--- src/rtl/lc3b_regfile_sb.sv ---
// lc3b_regfile_sb
//   Clocked register file for the pipelined LC-3b datapath.
//   NUM_REGS = 2**IDX_W registers of DATA_W bits. The file has two registered
//   read ports, one write port, a per-register busy scoreboard, and an NZP
//   condition-code register that is updated on writeback.
//
// Ports
//   clk, rst_n             rising-edge clock, asynchronous active-low reset
//   rd_en, rd_index1/2     capture both read ports on this edge
//   rdata1/2, rd_busy1/2   registered read data and busy bits (latency 1)
//   wr_en, wr_index, wdata write port; wr_set_cc also loads cc_nzp from wdata
//   claim_en, claim_index  mark a register busy (a new producer has issued)
//   busy_vec               current scoreboard, bit i = register i pending
//   cc_nzp                 {N,Z,P}
//   claim_err              1-cycle pulse: claim of a busy register that is not
//                          written on the same edge
//
// Configuration
//   LC3B_REGFILE_BYPASS_EN  when defined, a read of wr_index on a write edge
//                           returns wdata. Otherwise the read returns the old value.
module lc3b_regfile_sb #(
    parameter int DATA_W = 16,
    parameter int IDX_W  = 3
) (
    input  logic                    clk,
    input  logic                    rst_n,
    input  logic                    rd_en,
    input  logic [IDX_W-1:0]        rd_index1,
    input  logic [IDX_W-1:0]        rd_index2,
    output logic [DATA_W-1:0]       rdata1,
    output logic [DATA_W-1:0]       rdata2,
    output logic                    rd_busy1,
    output logic                    rd_busy2,
    input  logic                    wr_en,
    input  logic [IDX_W-1:0]        wr_index,
    input  logic [DATA_W-1:0]       wdata,
    input  logic                    wr_set_cc,
    input  logic                    claim_en,
    input  logic [IDX_W-1:0]        claim_index,
    output logic [(2**IDX_W)-1:0]   busy_vec,
    output logic [2:0]              cc_nzp,
    output logic                    claim_err
);

    localparam int NUM_REGS = 2**IDX_W;

    logic [DATA_W-1:0]   regs_q [NUM_REGS];
    logic [DATA_W-1:0]   regs_d [NUM_REGS];
    logic [NUM_REGS-1:0] busy_q, busy_d;
    logic [DATA_W-1:0]   rdata1_q, rdata1_d;
    logic [DATA_W-1:0]   rdata2_q, rdata2_d;
    logic                rd_busy1_q, rd_busy1_d;
    logic                rd_busy2_q, rd_busy2_d;
    logic [2:0]          cc_q, cc_d;
    logic                claim_err_q, claim_err_d;

    logic                claim_hits_write;

    always_comb begin
        regs_d      = regs_q;
        busy_d      = busy_q;
        rdata1_d    = rdata1_q;
        rdata2_d    = rdata2_q;
        rd_busy1_d  = rd_busy1_q;
        rd_busy2_d  = rd_busy2_q;
        cc_d        = cc_q;

        claim_hits_write = wr_en && (wr_index == claim_index);

        // Reads use pre-edge state. The bypass build overrides this for the written index.
        if (rd_en) begin
            rdata1_d   = regs_q[rd_index1];
            rdata2_d   = regs_q[rd_index2];
            rd_busy1_d = busy_q[rd_index1];
            rd_busy2_d = busy_q[rd_index2];
`ifdef LC3B_REGFILE_BYPASS_EN
            if (wr_en && (rd_index1 == wr_index)) begin
                rdata1_d   = wdata;
                rd_busy1_d = claim_en && (claim_index == wr_index);
            end
            if (wr_en && (rd_index2 == wr_index)) begin
                rdata2_d   = wdata;
                rd_busy2_d = claim_en && (claim_index == wr_index);
            end
`endif
        end

        if (wr_en) begin
            regs_d[wr_index] = wdata;
            busy_d[wr_index] = 1'b0;
            if (wr_set_cc) begin
                cc_d = {wdata[DATA_W-1], wdata == '0, ~wdata[DATA_W-1] & (|wdata)};
            end
        end

        // The claim is applied after the write clear, so a claim wins over a
        // same-edge write to the same index.
        if (claim_en) begin
            busy_d[claim_index] = 1'b1;
        end

        claim_err_d = claim_en && busy_q[claim_index] && !claim_hits_write;
    end

    always_ff @(posedge clk or negedge rst_n) begin
        if (!rst_n) begin
            regs_q      <= '{default: '0};
            busy_q      <= '0;
            rdata1_q    <= '0;
            rdata2_q    <= '0;
            rd_busy1_q  <= 1'b0;
            rd_busy2_q  <= 1'b0;
            cc_q        <= 3'b010;
            claim_err_q <= 1'b0;
        end else begin
            regs_q      <= regs_d;
            busy_q      <= busy_d;
            rdata1_q    <= rdata1_d;
            rdata2_q    <= rdata2_d;
            rd_busy1_q  <= rd_busy1_d;
            rd_busy2_q  <= rd_busy2_d;
            cc_q        <= cc_d;
            claim_err_q <= claim_err_d;
        end
    end

    assign rdata1    = rdata1_q;
    assign rdata2    = rdata2_q;
    assign rd_busy1  = rd_busy1_q;
    assign rd_busy2  = rd_busy2_q;
    assign busy_vec  = busy_q;
    assign cc_nzp    = cc_q;
    assign claim_err = claim_err_q;

endmodule
--- config.mk ---
export PLATFORM = sky130hd
export DESIGN_NAME = lc3b_regfile_sb
export DESIGN_NICKNAME = d
export VERILOG_FILES = /design/src/rtl/lc3b_regfile_sb.sv
export SDC_FILE = /design/constraint.sdc
export NUM_CORES = 1
export LEC_CHECK = 0
export BUFFER_PORTS_ARGS = -buffer_cell sky130_fd_sc_hd__buf_2
export CORE_MARGIN = 4
export CORE_UTILIZATION = 42
export DETAILED_ROUTE_END_ITERATION = 10
export PLACE_DENSITY_LB_ADDON = 0.12
export SLEW_MARGIN = 20
export SYNTH_ARGS = -nofsm -noshare
export SYNTH_HDL_FRONTEND = slang
export SYNTH_SLANG_ARGS = --single-unit
--- constraint.sdc ---
create_clock -name clk -period 1.6 [get_ports clk]
set_clock_uncertainty 0.1 [all_clocks]
set_input_delay 0.16 -clock clk [delete_from_list [all_inputs] [get_ports clk]]
set_output_delay 0.16 -clock clk [all_outputs]
set_load 0.05 [all_outputs]
# Yosys cells after proc, flatten, opt, wreduce, memory -nomap -nowiden

Index checks and enable logic that the tools add are counted.

$add $sub $neg: 0
Order comparisons: 10
Multiplexer cells: 21
$mul: 0
Shifts and indexed selects: 0
Divide/modulo/power cells: 0
Bitwise gates (word level): 8
Reductions and logical operators: 10
Equality and inequality tests: 1

Operators with widths:

| operator                                                                            | count |
|---|---|
| 128-bit bitwise mux                                                                 | 1 |
| 16-bit binary-select mux with 3-bit select                                          | 2 |
| 16-bit 2-to-1 mux                                                                   | 5 |
| 16-bit demux with 3-bit select                                                      | 1 |
| 16-bit zero test                                                                    | 1 |
| 3-bit by 4-bit < comparator with 1-bit output, second input constant                | 4 |
| 8-bit 2-to-1 mux                                                                    | 2 |
| 16-bit OR reduction                                                                 | 1 |
| 4-bit greater-or-equal comparator, second input constant                            | 3 |
| 3-bit NOT with 4-bit output                                                         | 3 |
| 1-bit binary-select mux with 3-bit select                                           | 3 |
| 8-bit bitwise AND                                                                   | 1 |
| 8-bit NOT                                                                           | 1 |
| 8-bit OR                                                                            | 1 |
| 1-bit demux with 3-bit select                                                       | 2 |
| 3-bit by 1-bit greater-or-equal comparator with 1-bit output, second input constant | 2 |
| 1-bit logical AND                                                                   | 6 |
| 1-bit 2-to-1 mux                                                                    | 5 |
| 4-bit by 1-bit < comparator with 1-bit output, second input constant                | 1 |
| 3-bit == test                                                                       | 1 |
| 2-bit AND reduction                                                                 | 1 |
| 1-bit bitwise AND                                                                   | 1 |
| 1-bit zero test                                                                     | 1 |
| 1-bit NOT                                                                           | 1 |

RAM bits: 0
Flip-flop bits (word level): 174
Memories kept: 0
Output and inout bits: 46
Bits in latches: 0
ROM bits: 0

# Depth between registers and ports, before layout

Depth after elaboration: 9
Gate-level depth with buffers: 5
Depth with buffers taken out: 3

# Worst setup path after synthesis

Ideal clock, no wire load.

Path kind: input port to flip-flop
Start point: input port wr_index[1]
End point: register regs_q[54] (netlist name)
Setup time: 125 ps
Stages on the path: 5
Buffers on the path: 2
Required time: 1375 ps
Arrival: 1315 ps
Setup slack: 60 ps
Cell sequence: buf_6 > nand2b_4 > nor3b_4 > buf_12 > mux2_4

Word-level cells in the longest chain between the ends: 6

Ends and longest elaborated chain:

| element                                                                                                                         | line | text |
|---|---|---|
| start: declaration                                                                                                              | 35   | `input logic [IDX_W-1:0] wr_index,` |
| 3-bit NOT with 4-bit output (not written as such) *                                                                             | 89   | `regs_d[wr_index] = wdata;` |
| 4-bit greater-or-equal comparator (not written as such) / 4-bit by 1-bit < comparator with 1-bit output (equally long branches) | 89   |  |
| 1-bit logical AND (not written as such)                                                                                         | 89   |  |
| 16-bit 2-to-1 mux (not written as such)                                                                                         | 89   |  |
| 16-bit demux with 3-bit select *                                                                                                | 89   |  |
| 128-bit bitwise mux *                                                                                                           | 89   |  |
| end signal: assignment                                                                                                          | 116  | `regs_q <= regs_d;` |
| end: declaration                                                                                                                | 47   | `logic [DATA_W-1:0] regs_q [NUM_REGS];` |

Every way passes the cells marked *; elsewhere a longest branch is shown, timed or not.
A chain may end at the register's enable or synchronous reset.

# Worst setup path in the final report

Start point: input port wdata[7]
End point: register cc_q[0], in the netlist cc_nzp[0]

Word-level cells in the longest chain between the ends: 2

Ends and longest elaborated chain:

| element                | line | text |
|---|---|---|
| start: declaration     | 36   | `input logic [DATA_W-1:0] wdata,` |
| 16-bit OR reduction    | 92   | `cc_d = {wdata[DATA_W-1], wdata == '0, ~wdata[DATA_W-1] & (\|wdata)};` |
| 1-bit bitwise AND      | 92   |  |
| end signal: assignment | 113  | `cc_q <= 3'b010;` |
| end signal: assignment | 122  | `cc_q <= cc_d;` |
| end: declaration       | 54   | `logic [2:0] cc_q, cc_d;` |

No other way between the ends.

==> impl_results.md <==
- Area growth, synth to finish: 21.12%
- Setup repair bufs after CTS: 0
- Effective utilization at floorplan: 42.76%
- Syn nets: 602
- DRT iter0 DRCs: 224
- Worst EP required: 1810 ps
- Netlist cell types: 32
- Psw: 4.346 mW
- Largest net degree at the start of global routing: 69
- CTS tree: built
- Number of synthesized register bits: 174
- Critical path fanouts, max: 9
- Reg clk slew, reported paths: 70 ps
- Setup TNS: 0 ps
- Post-route DRC violation count: 0
- Layout cells sized above 1: 53.43%
- CP Data Arrival Time: 1690 ps
- Final HPWL DP: 14,370 um
- First-pass GRT wire length: 33,550 um
- Leading area contributor after synthesis: dfrtp_1
- Min Tclk post-route: 1483 ps
- Yosys top cell area share: 49.87%
- DRT Wirelength: 21,520 um
- IO Count: 80
- Fillers: 1,765
- Met1 wire length: 9556 um
- CP endpoint kind: register
- Routed wl met2: 10,890 um
- Die area: 23,030 um2
- Hold Crit Class: input pin to register
- CTS Buffer Depth: 2
- Gate count after technology mapping: 568
- Register share of total power: 42.8%
- Max Cap Viol: 0
- Fin crit share: 92.68%
- Status: finished clean
- Peak supply drop: 712.5 uV
- Num Clock Sinks: 174
- Avg Inst Size Synth: 15.28 um2
- Vias per inst: 5.574
- Combinational power share: 26.1%
- Die Width: 151.8 um
- Vias: 5,412
- Nets: 721
- I/O Buffers: 79
- Final WS setup: 117.2 ps
- Wirelength per Cell: 22.16 um
- GPL Wtd Cong: 0.8232
- Reg-to-reg endpoint: rdata1[5]
- Top cells by area, synth: dfrtp_1, mux4_2, mux2_2
- Top Layer Used: met4
- Met3 WL: 951 um
- Synth Cell Area: 8681 um2
- Sequential share of the synthesized area: 50.17%
- Dpl ws: -72.34 ps
- Worst reg2reg path startpoint: regs_q[5]
- CP startpoint kind: input pin
- H-tree levels: 4
- Vias in the first global route: 5,652
- Worst reg-to-reg path cell count: 3
- Num CTS Buffers: 17
- Worst-margin pin slew: 432.6 ps
- Worst setup endpoint: cc_nzp[0]
- Clock Power Share: 31.1%
- Initial antenna violation count: 0
- RSZ-0062 raised after global routing: no
- WS Path Type: input pin to register
- Clock Latency Late Sink: 410 ps
- Fmax: 0.6744 GHz
- Clock Tree Root: clkbuf_16
- FF-to-FF setup slack: 120 ps
- PwrDens: 1349 nW/um2
- Final setup viols: 0
- Slew Viols, Final: 0
- Total GRT Usage: 19.46%
- Setup crit start: wdata[7]
- Synth Warn #: 0
- CORE AREA: 20,300 um2
- Slew margin rel.: 70.42%
- Leak Pwr: 4.535 nW
- Cell-internal power: 9.841 mW
- Cell Rows: 52
- Die height: 151.8 um
- Hold Fails Final Rpt: 0
- Antenna-violating nets left: 0
- Global route overflow: 0
- Design Area, Final: 10,510 um2
- Sw Share: 30.63%
- Router iterations before antenna repair: 4
- Placement Cell Area: 9791 um2
## synthesized netlist by cell type, drive strengths merged
library cell    n
dfrtp         173
mux2          132
mux4           68
nor2           35
a21oi          34
mux2i          34
buf            31
clkbuf         11
nand2           9
o21ai           6
nor4            5
inv             4
nand2b          4
nand4b          3
o22ai           3
xnor2           3
nand4           2
nor3            2
nor3b           2
o32ai           2
a2111oi         1
a22o            1
and4            1
dfstp           1
nor2b           1
## layout by cell type, fill, tap and decap left out
| master | count |
|---|---|
| nand2b_4 | 1 |
| clkinv_2 | 2 |
| mux2i_1 | 34 |
| and4_1 | 1 |
| mux4_2 | 68 |
| inv_1 | 4 |
| clkbuf_8 | 1 |
| o22ai_1 | 3 |
| clkbuf_16 | 17 |
| buf_2 | 78 |
| o21ai_0 | 6 |
| buf_4 | 36 |
| nor2b_1 | 1 |
| bufinv_16 | 4 |
| buf_6 | 1 |
| buf_12 | 18 |
| clkinv_4 | 2 |
| nand4b_2 | 3 |
| mux2_2 | 123 |
| diode_2 | 1 |
| nor3_4 | 2 |
| xnor2_1 | 3 |
| nor3b_4 | 2 |
| dlygate4sd3_1 | 9 |
| inv_6 | 2 |
| nand4_2 | 1 |
| nand2_1 | 9 |
| nor2_1 | 35 |
| a2111oi_0 | 1 |
| dfstp_2 | 1 |
| nand4_1 | 1 |
| nor4_1 | 5 |
| clkinvlp_4 | 3 |
| a22o_1 | 1 |
| mux2_4 | 9 |
| o32ai_1 | 2 |
| clkbuf_1 | 1 |
| nand2b_1 | 3 |
| dfrtp_1 | 173 |
| a21oi_1 | 34 |
## critical path, stage by stage
cell and delay (ps):
dlygate4sd3_1 560, buf_2 180, nor4_1 180, buf_4 170
nand4_1 180, a22o_1 250
## worst min path at each step
stage | startpoint | cells after the start | slack (ps) | to
4_1_cts | wdata[4] | 2 | 3 | regs_q[4]
5_1_grt | wdata[4] | 2 | 20 | regs_q[4]
3_5_place_dp | rst_n | 1 | -5 | rdata1[9]
2_1_floorplan | rst_n | 0 | -240 | busy_vec[0]
3_3_place_gp | rst_n | 1 | -3 | rdata2[9]
6_report | wdata[4] | 2 | 20 | regs_q[4]
## kinds of logic after synthesis
family          Yosys count  share of synthesized area (%)
compound gates           47                          2.926
buf+inv                  46                          3.171
simple gates             64                          4.353
mux                     234                          39.07
xor+xnor                  3                         0.3027
flops                   174                          50.17
## layout make-up
cell class	instances	area [um2]	share of cell area [%]
inverter	4	15.01	0.1428
sequential	174	4355	41.43
clock buffer	19	442.9	4.213
multi-input combinational	348	4050	38.52
timing repair buffer	142	1122	10.67
antenna	1	2.502	0.02380
tap	270	337.8	3.213
clock inverter	13	187.7	1.785
## per-layer routing
layer | track usage, % | up-vias
met5 | 0 | -
met4 | 4.762 | 0
met3 | 3.421 | 6
met2 | 31.53 | 118
met1 | 27.56 | 2878
li1 | - | 2410
## stage by stage
| stage | cells | hold WS, ps | utilization (%) | power (mW) |
|---|---|---|---|---|
| 3_3_place_gp | 929 | -2.791 | 48.23 | 9.733 |
| 5_1_grt | 970 | 18.09 | 51.78 | 14.88 |
| 3_5_place_dp | 929 | -4.531 | 48.23 | 9.854 |
| 6_report | 971 | 23.95 | 51.79 | 14.19 |
| 2_1_floorplan | 568 | -235.6 | - | 8.746 |
| 4_1_cts | 970 | 2.837 | 51.78 | 14.33 |
## sequential cells by signal (all words and copies together), names as in the netlist
| name | cells |
|---|---|
| busy_vec | 8 |
| cc_nzp | 3 |
| claim_err | 1 |
| rd_busy1 | 1 |
| rd_busy2 | 1 |
| rdata1 | 16 |
| rdata2 | 16 |
| regs_q | 128 |
## power groups by stage
stage / Clock (mW) / Combinational (mW) / Sequential [mW]
2_1_floorplan: 0 / 1.99 / 6.76
3_3_place_gp: 0 / 3.66 / 6.08
3_5_place_dp: 0 / 3.72 / 6.14
4_1_cts: 4.52 / 3.75 / 6.06
5_1_grt: 4.73 / 3.97 / 6.19
6_report: 4.41 / 3.70 / 6.07
## repair_timing
item | 4_1_cts | 5_1_grt
hold buffers | 9 | 0
endpoints found under the setup margin | 0 | 1
endpoints found under the hold margin | 199 | 0
resized for setup | 0 | 0
(Power assumes the default switching activity.)
